### src/rtl/traffic_light_pkg.sv
// traffic_light_pkg: light codes, phase encoding and monitor state shared by the traffic light blocks
package traffic_light_pkg;
   localparam logic [2:0] LIGHT_RED    = 3'b100;
   localparam logic [2:0] LIGHT_YELLOW = 3'b010;
   localparam logic [2:0] LIGHT_GREEN  = 3'b001;
   localparam logic [1:0] PH_NONE   = 2'd0;
   localparam logic [1:0] PH_RED    = 2'd1;
   localparam logic [1:0] PH_GREEN  = 2'd2;
   localparam logic [1:0] PH_YELLOW = 2'd3;
   // State values equal the phase encoding so the phase output is the state register itself
   typedef enum logic [1:0] {
      ST_INIT   = PH_NONE,
      ST_RED    = PH_RED,
      ST_GREEN  = PH_GREEN,
      ST_YELLOW = PH_YELLOW
   } tlm_state_e;
   function automatic tlm_state_e decode_light(input logic [2:0] l);
      return l == LIGHT_RED ? ST_RED : l == LIGHT_GREEN ? ST_GREEN : l == LIGHT_YELLOW ? ST_YELLOW : ST_INIT;
   endfunction
   function automatic tlm_state_e successor(input tlm_state_e s);
      return s == ST_RED ? ST_GREEN : s == ST_GREEN ? ST_YELLOW : s == ST_YELLOW ? ST_RED : ST_INIT;
   endfunction
endpackage

### src/rtl/tl_dwell_timer.sv
// tl_dwell_timer: saturating phase dwell counter; MIN/MAX dwell compare only when TLM_DWELL_CHECK_EN is defined
module tl_dwell_timer
   import traffic_light_pkg::*;
#(
   parameter int CNT_W     = 16,
   parameter int MIN_DWELL = 1,
   parameter int MAX_DWELL = 1000
) (
   input  logic             clk,
   input  logic             reset,
   input  logic             zero,
   input  logic             load,
   input  logic             leave,
   output logic [CNT_W-1:0] dwell,
   output logic             viol
);
   logic [CNT_W-1:0] dwell_n;
   always_comb dwell_n = zero ? '0 : load ? CNT_W'(1) : &dwell ? dwell : dwell + 1'b1;
   always_ff @(posedge clk) dwell <= !reset ? '0 : dwell_n;
`ifdef TLM_DWELL_CHECK_EN
   // A MAX hit is flagged only on the cycle the count first reaches it, so saturation at MAX fires once
   always_comb viol = (leave && dwell < CNT_W'(MIN_DWELL)) ||
                      (!zero && dwell_n == CNT_W'(MAX_DWELL) && (load || dwell != CNT_W'(MAX_DWELL)));
`else
   logic unused_cfg;
   assign unused_cfg = leave ^ (MIN_DWELL > MAX_DWELL);
   assign viol = 1'b0;
`endif
endmodule

### src/rtl/traffic_light_monitor.sv
// traffic_light_monitor: checks the one-hot light bus for illegal codes, phase order and dwell.
// Dwell limit checking is built only when TLM_DWELL_CHECK_EN is defined.
module traffic_light_monitor
   import traffic_light_pkg::*;
#(
   parameter int CNT_W     = 16,
   parameter int CYC_W     = 8,
   parameter int MIN_DWELL = 1,
   parameter int MAX_DWELL = 1000
) (
   input  logic             clk,
   input  logic             reset,
   input  logic [2:0]       light,
   input  logic             clr_fault,
   output logic [1:0]       phase,
   output logic             phase_valid,
   output logic [CNT_W-1:0] dwell,
   output logic [CYC_W-1:0] cycles,
   output logic             code_err,
   output logic             seq_err,
   output logic             dwell_err,
   output logic             fault
);
   tlm_state_e state, state_n;
   logic same, leave, code_n, seq_n, wrap_n, viol;
   always_comb begin
      state_n = decode_light(light);
      code_n  = state_n == ST_INIT;
      same    = !code_n && state_n == state;
      leave   = !code_n && !same && state != ST_INIT;
      seq_n   = leave && state_n != successor(state);
      wrap_n  = state == ST_YELLOW && state_n == ST_RED;
   end
   tl_dwell_timer #(.CNT_W(CNT_W), .MIN_DWELL(MIN_DWELL), .MAX_DWELL(MAX_DWELL)) u_timer (
      .clk  (clk),
      .reset(reset),
      .zero (code_n),
      .load (!code_n && !same),
      .leave(leave),
      .dwell(dwell),
      .viol (viol)
   );
   always_ff @(posedge clk) begin
      if (!reset) begin
         state       <= ST_INIT;
         phase_valid <= 1'b0;
         cycles      <= '0;
         code_err    <= 1'b0;
         seq_err     <= 1'b0;
         dwell_err   <= 1'b0;
         fault       <= 1'b0;
      end else begin
         state       <= state_n;
         phase_valid <= !code_n;
         cycles      <= cycles + CYC_W'(wrap_n);
         code_err    <= code_n;
         seq_err     <= seq_n;
         dwell_err   <= viol;
         fault       <= (fault && !clr_fault) || code_n || seq_n || viol;
      end
   end
   assign phase = state;
endmodule

### config.mk
export PLATFORM = sky130hd
export DESIGN_NAME = traffic_light_monitor
export DESIGN_NICKNAME = d
export VERILOG_FILES = /design/src/rtl/traffic_light_pkg.sv /design/src/rtl/tl_dwell_timer.sv /design/src/rtl/traffic_light_monitor.sv
export SDC_FILE = /design/constraint.sdc
export NUM_CORES = 1
export LEC_CHECK = 0
export BUFFER_PORTS_ARGS = -buffer_cell sky130_fd_sc_hd__buf_2
export CORE_ASPECT_RATIO = 0.9
export CORE_MARGIN = 2
export CORE_UTILIZATION = 45
export DETAILED_ROUTE_END_ITERATION = 12
export GPL_TIMING_DRIVEN = 0
export PLACE_DENSITY = 0.82
export SYNTH_ARGS = -nofsm -noshare
export SYNTH_HDL_FRONTEND = slang
export SYNTH_HIERARCHICAL = 1
export SYNTH_SLANG_ARGS = --single-unit
### constraint.sdc
create_clock -name clk -period 1.9 [get_ports clk]
set_clock_uncertainty 0.2 [all_clocks]
set_input_delay 0.38 -clock clk [delete_from_list [all_inputs] [get_ports clk]]
set_output_delay 0.38 -clock clk [all_outputs]
set_load 0.01 [all_outputs]
# Yosys cells after proc, flatten, opt, wreduce, memory -nomap -nowiden
# Cells that the tools add are included.
[word_totals] reg_bits=30 input_bits=6
[op_classes] addsub=2 n_eq_ne=10 muxes=8 bitwise=1 reduce_logical=16
[op_table] op="adder 16 x 1 -> 16 bit (second input constant)" n=1
[op_table] op="AND reduction 16 bit" n=1
[op_table] op="two-way mux 2 bit" n=5
[op_table] op="adder 8 x 1 -> 8 bit" n=1
[op_table] op="logical AND 1 bit" n=6
[op_table] op="== test 2 x 1 -> 1 bit (second input constant)" n=2
[op_table] op="== test 2 bit (second input constant)" n=2
[op_table] op="== test 3 x 1 -> 1 bit (second input constant)" n=1
[op_table] op="== test 3 x 2 -> 1 bit (second input constant)" n=1
[op_table] op="== test 3 bit (second input constant)" n=1
[op_table] op="zero test 1 bit" n=3
[op_table] op="two-way mux 1 bit" n=3
[op_table] op="OR reduction 3 bit" n=1
[op_table] op="== test 2 bit" n=1
[op_table] op="zero test 2 bit" n=1
[op_table] op="logical OR 1 bit" n=2
[op_table] op="!= test 2 x 1 -> 1 bit (second input constant)" n=1
[op_table] op="!= test 2 bit" n=1
[op_table] op="nonzero test 2 bit" n=1
[op_table] op="OR reduction 2 bit" n=1
[op_table] op="inverter 1 bit" n=1

# Depth between registers and ports, before layout
[logic_depth] depth_word=12 ltp_mapped=7 ltp_nobuf=7

# Cells and area by module
# Netlist, hierarchy kept.
[modules_own_cells] mod="tl_dwell_timer" n_inst=1 cells_each=94 area_per_inst_um2=854.6
[modules_own_cells] mod="traffic_light_monitor" n_inst=1 cells_each=76 area_per_inst_um2=742.0

# Least setup slack after synthesis
# OpenSTA, ideal clock, no wires.
[synth_path] path_kind="reg-to-reg" startpoint="register u_timer.dwell[0]" endpoint="register u_timer.dwell[0]" setup_ns=0.135 arrival_ns=1.643 path_slack_ns=-0.078 path_stages_with_launch=6 n_path_buf=0 synth_period_minus_slack_ns=1.978 cell_sequence="dfxtp_1 > ha_1 > nand4_2 > or4_4 > nor3_1 > nor4b_2"
[synth_between] elab_chain_len=3 elab_cells_between_ends=5 classes_between="add/sub (1); eq/ne (1); mux (2); reduce/logical (1)"
[synth_lines] element="start: declaration" line_no="tl_dwell_timer.sv:14" rtl="output logic [CNT_W-1:0] dwell,"
[synth_lines] element="start signal: assignment" line_no="tl_dwell_timer.sv:19" rtl="always_ff @(posedge clk) dwell <= !reset ? '0 : dwell_n;"
[synth_lines] element="adder 16 x 1 -> 16 bit" line_no="tl_dwell_timer.sv:18" rtl="always_comb dwell_n = zero ? '0 : load ? CNT_W'(1) : &dwell ? dwell : dwell + 1'b1;"
[synth_lines] element="two-way mux 1 bit (2 in a row)" line_no="tl_dwell_timer.sv:18"
# Parallel ways exist; a longest one is shown, timed or not. The select of a mux whose other input is x is not followed.
# A chain may end at the register's enable or synchronous reset.

# Worst setup path after layout
[layout_path] startpoint="register state[0], in the netlist phase[0]" endpoint="register u_timer.dwell[8]"
[layout_between] elab_chain_len=5
[layout_lines] element="start: declaration" line_no="traffic_light_monitor.sv:24" rtl="tlm_state_e state, state_n;"
[layout_lines] element="start signal: assignment" line_no="traffic_light_monitor.sv:53" rtl="state <= state_n;"
[layout_lines] element="== test 2 bit" line_no="traffic_light_monitor.sv:29" rtl="same = !code_n && state_n == state;"
[layout_lines] element="logical AND 1 bit" line_no="traffic_light_monitor.sv:29"
[layout_lines] element="zero test 1 bit" line_no="traffic_light_monitor.sv:38" rtl=".load (!code_n && !same),"
[layout_lines] element="logical AND 1 bit" line_no="traffic_light_monitor.sv:38"
[layout_lines] element="OR reduction 3 bit (no source line)"
# Every way passes these cells.

==> impl_metrics.tcl <==
set metrics [dict create \
    finalSetupViolCount 0 \
    r2r_cells 6 \
    syn_area_per_cell_um2 9.41 \
    synth.net_count 182 \
    stdcell_area_um2 2010 \
    vias 1407 \
    wire_per_inst_um 13.4 \
    placed_cells 249 \
    cp.arrival_ns 1.85 \
    p_leak_nw 0.869 \
    internal_power_mw 0.995 \
    rows 20 \
    area_growth_pct 26.4 \
    overflow 0 \
    cts_tree "yes" \
    syn_area_um2 1590 \
    post_drt_via_cell_ratio 5.45 \
    hold_path.class "in2reg" \
    cp-start-kind "flip-flop" \
    power.net_switching_mw 0.304 \
    io_buffers 36 \
    cp-end-kind "flip-flop" \
    placeableCoreArea_um2 3380 \
    maxSlewViolCount 0 \
    setup_ws_ns 0.0599 \
    path_class "reg2reg" \
    outcome "completed" \
    holdPathStages 2 \
    drtIter0Drc 48 \
    dr.pass1.iters 4 \
    power_switching_share_pct 23.4 \
    power_frac_comb_pct 8.6 \
    gp_congestion 0.847 \
    die_area_um2 4030 \
    cts_buffers 5 \
    p_clk_share_pct 39.8 \
    cts_buffer_depth 2 \
    dp_hpwl_um 2420 \
    seq_power_share_pct 51.6 \
    post-route-period-util_pct 96.8 \
    min_period_ns 1.84 \
    cp_max_fo 10 \
    ir_drop_v 0.000319 \
    ant_nets 0 \
    grt_pass1_wl_um 5350 \
    die_x_um 66.7 \
    totalWireLength_um 3450 \
    syn_inst 169 \
    drive_gt1_share_pct 38.8 \
    grtUsageTotal_pct 17.9 \
    grt_pass1_vias 1185 \
    drc 0 \
    crit_required_ns 1.91 \
    max_freq_mhz 543 \
    yosys_warnings 6 \
    place_area_um2 1830 \
    grt_max_degree 11 \
    final_cells 258 \
    fillers 303 \
    maxCapViolations 0 \
    fin_nets 227 \
    die_y_um 60.4 \
    place_ws_ns -0.386 \
    clock-root-buffer "clkbuf_8" \
    cts_sinks 31 \
    hold_violations 0 \
    cts_max_level 2 \
    antennaDiodeCount 0 \
    power_density_nw_per_um2 646 \
    worstSkewPairLatency_ns 0.28 \
    start_util_pct 47.1 \
    path_clk_slew_ns 0.06 \
    pin_count 37 \
    antenna_found_initial 0 \
]
-- stage by stage --
| step | hold WS (ns) | util (%) | total power [mW] | TNS [ns] |
|---|---|---|---|---|
| after floorplan | 0.282 | - | 0.749 | 0 |
| after global placement | 0.280 | 54.3 | 0.783 | -3.83 |
| after detailed placement | 0.299 | 54.3 | 0.785 | -4.56 |
| after global routing | 0.228 | 59.5 | 1.36 | -0.0592 |
| after CTS | 0.234 | 58.0 | 1.31 | -0.00264 |
| final | 0.238 | 59.5 | 1.30 | 0 |
-- worst max-delay path: stages, from the launching register on --
cell	delay [ns]
dfxtp_4	0.38
nor2b_2	0.13
o22ai_1	0.10
o21a_2	0.25
or3b_4	0.41
clkbuf_8	0.18
a21oi_1	0.12
-- cells in the final DEF, fill, tap and decap left out, types with 2 or more instances in the layout --
| master | count |
|---|---|
| a21oi_1 | 9 |
| a21oi_2 | 3 |
| a31oi_1 | 2 |
| and2_1 | 11 |
| and3_1 | 3 |
| and4_2 | 2 |
| buf_2 | 36 |
| buf_4 | 3 |
| clkbuf_1 | 2 |
| clkbuf_8 | 7 |
| dfxtp_1 | 21 |
| dfxtp_2 | 7 |
| dfxtp_4 | 3 |
| ha_1 | 5 |
| inv_1 | 6 |
| mux2i_1 | 2 |
| nand2_1 | 6 |
| nand2b_1 | 2 |
| nand3_1 | 12 |
| nand4_1 | 2 |
| nand4_4 | 2 |
| nor2_1 | 4 |
| nor2b_1 | 3 |
| nor3b_2 | 3 |
| nor4_1 | 3 |
| nor4b_2 | 2 |
| o21ai_0 | 3 |
| o21ai_1 | 5 |
| o31ai_1 | 4 |
| or3_1 | 4 |
| or4_1 | 2 |
| xnor2_1 | 5 |
| xor2_1 | 4 |
-- sequential cells by signal (all words and copies together) (netlist names) --
register and cells:
code_err 1, cycles 8, dwell_err 1, fault 1, phase 2, phase_valid 1, seq_err 1, u_timer/dwell 16
-- worst paths after layout --
kind	slack, ns	endpoint	from
worst max-delay path	0.06	u_timer/dwell[8]	phase[0]
worst min-delay path	0.24	phase_valid	reset
worst max register to register	0.06	u_timer/dwell[8]	phase[0]
worst min register to register	0.32	u_timer/dwell[7]	u_timer/dwell[7]
-- power groups by stage --
| stage | Clock (mW) | Combinational (mW) | Sequential, mW |
|---|---|---|---|
| 4_1_cts | 0.531 | 0.105 | 0.670 |
| 6_report | 0.518 | 0.112 | 0.670 |
| 3_3_place_gp | 0 | 0.0972 | 0.685 |
| 5_1_grt | 0.571 | 0.122 | 0.671 |
| 3_5_place_dp | 0 | 0.0998 | 0.686 |
| 2_1_floorplan | 0 | 0.0595 | 0.690 |
-- final cells by class --
cell class                      count  area (um^2)  area share, %
Multi-Input combinational cell    127          970           48.2
Sequential cell                    31          641           31.9
Timing Repair Buffer               38          195           9.71
Clock buffer                        6         82.6           4.11
Tap cell                           44         55.1           2.74
Buffer                              5         40.0           1.99
Inverter                            6         22.5           1.12
Clock inverter                      1         5.00          0.249
-- metal layers --
layer	GRT usage [%]	vias to the layer above	wire length (um)
met5	0	-	0
met4	5.25	0	32
met3	6.86	5	197
met2	28.9	44	1650
met1	22.6	647	1570
li1	-	711	-
-- what timing repair did --
item | in CTS | in global routing
buffers inserted | 1 | 1
setup endpoints to repair | 14 | 12
hold buffers | 0 | 0
pin swaps | 2 | 1
gates resized for setup | 9 | 15
gates cloned | 0 | 0
Note: power is estimated with default switching activity, not from simulation.
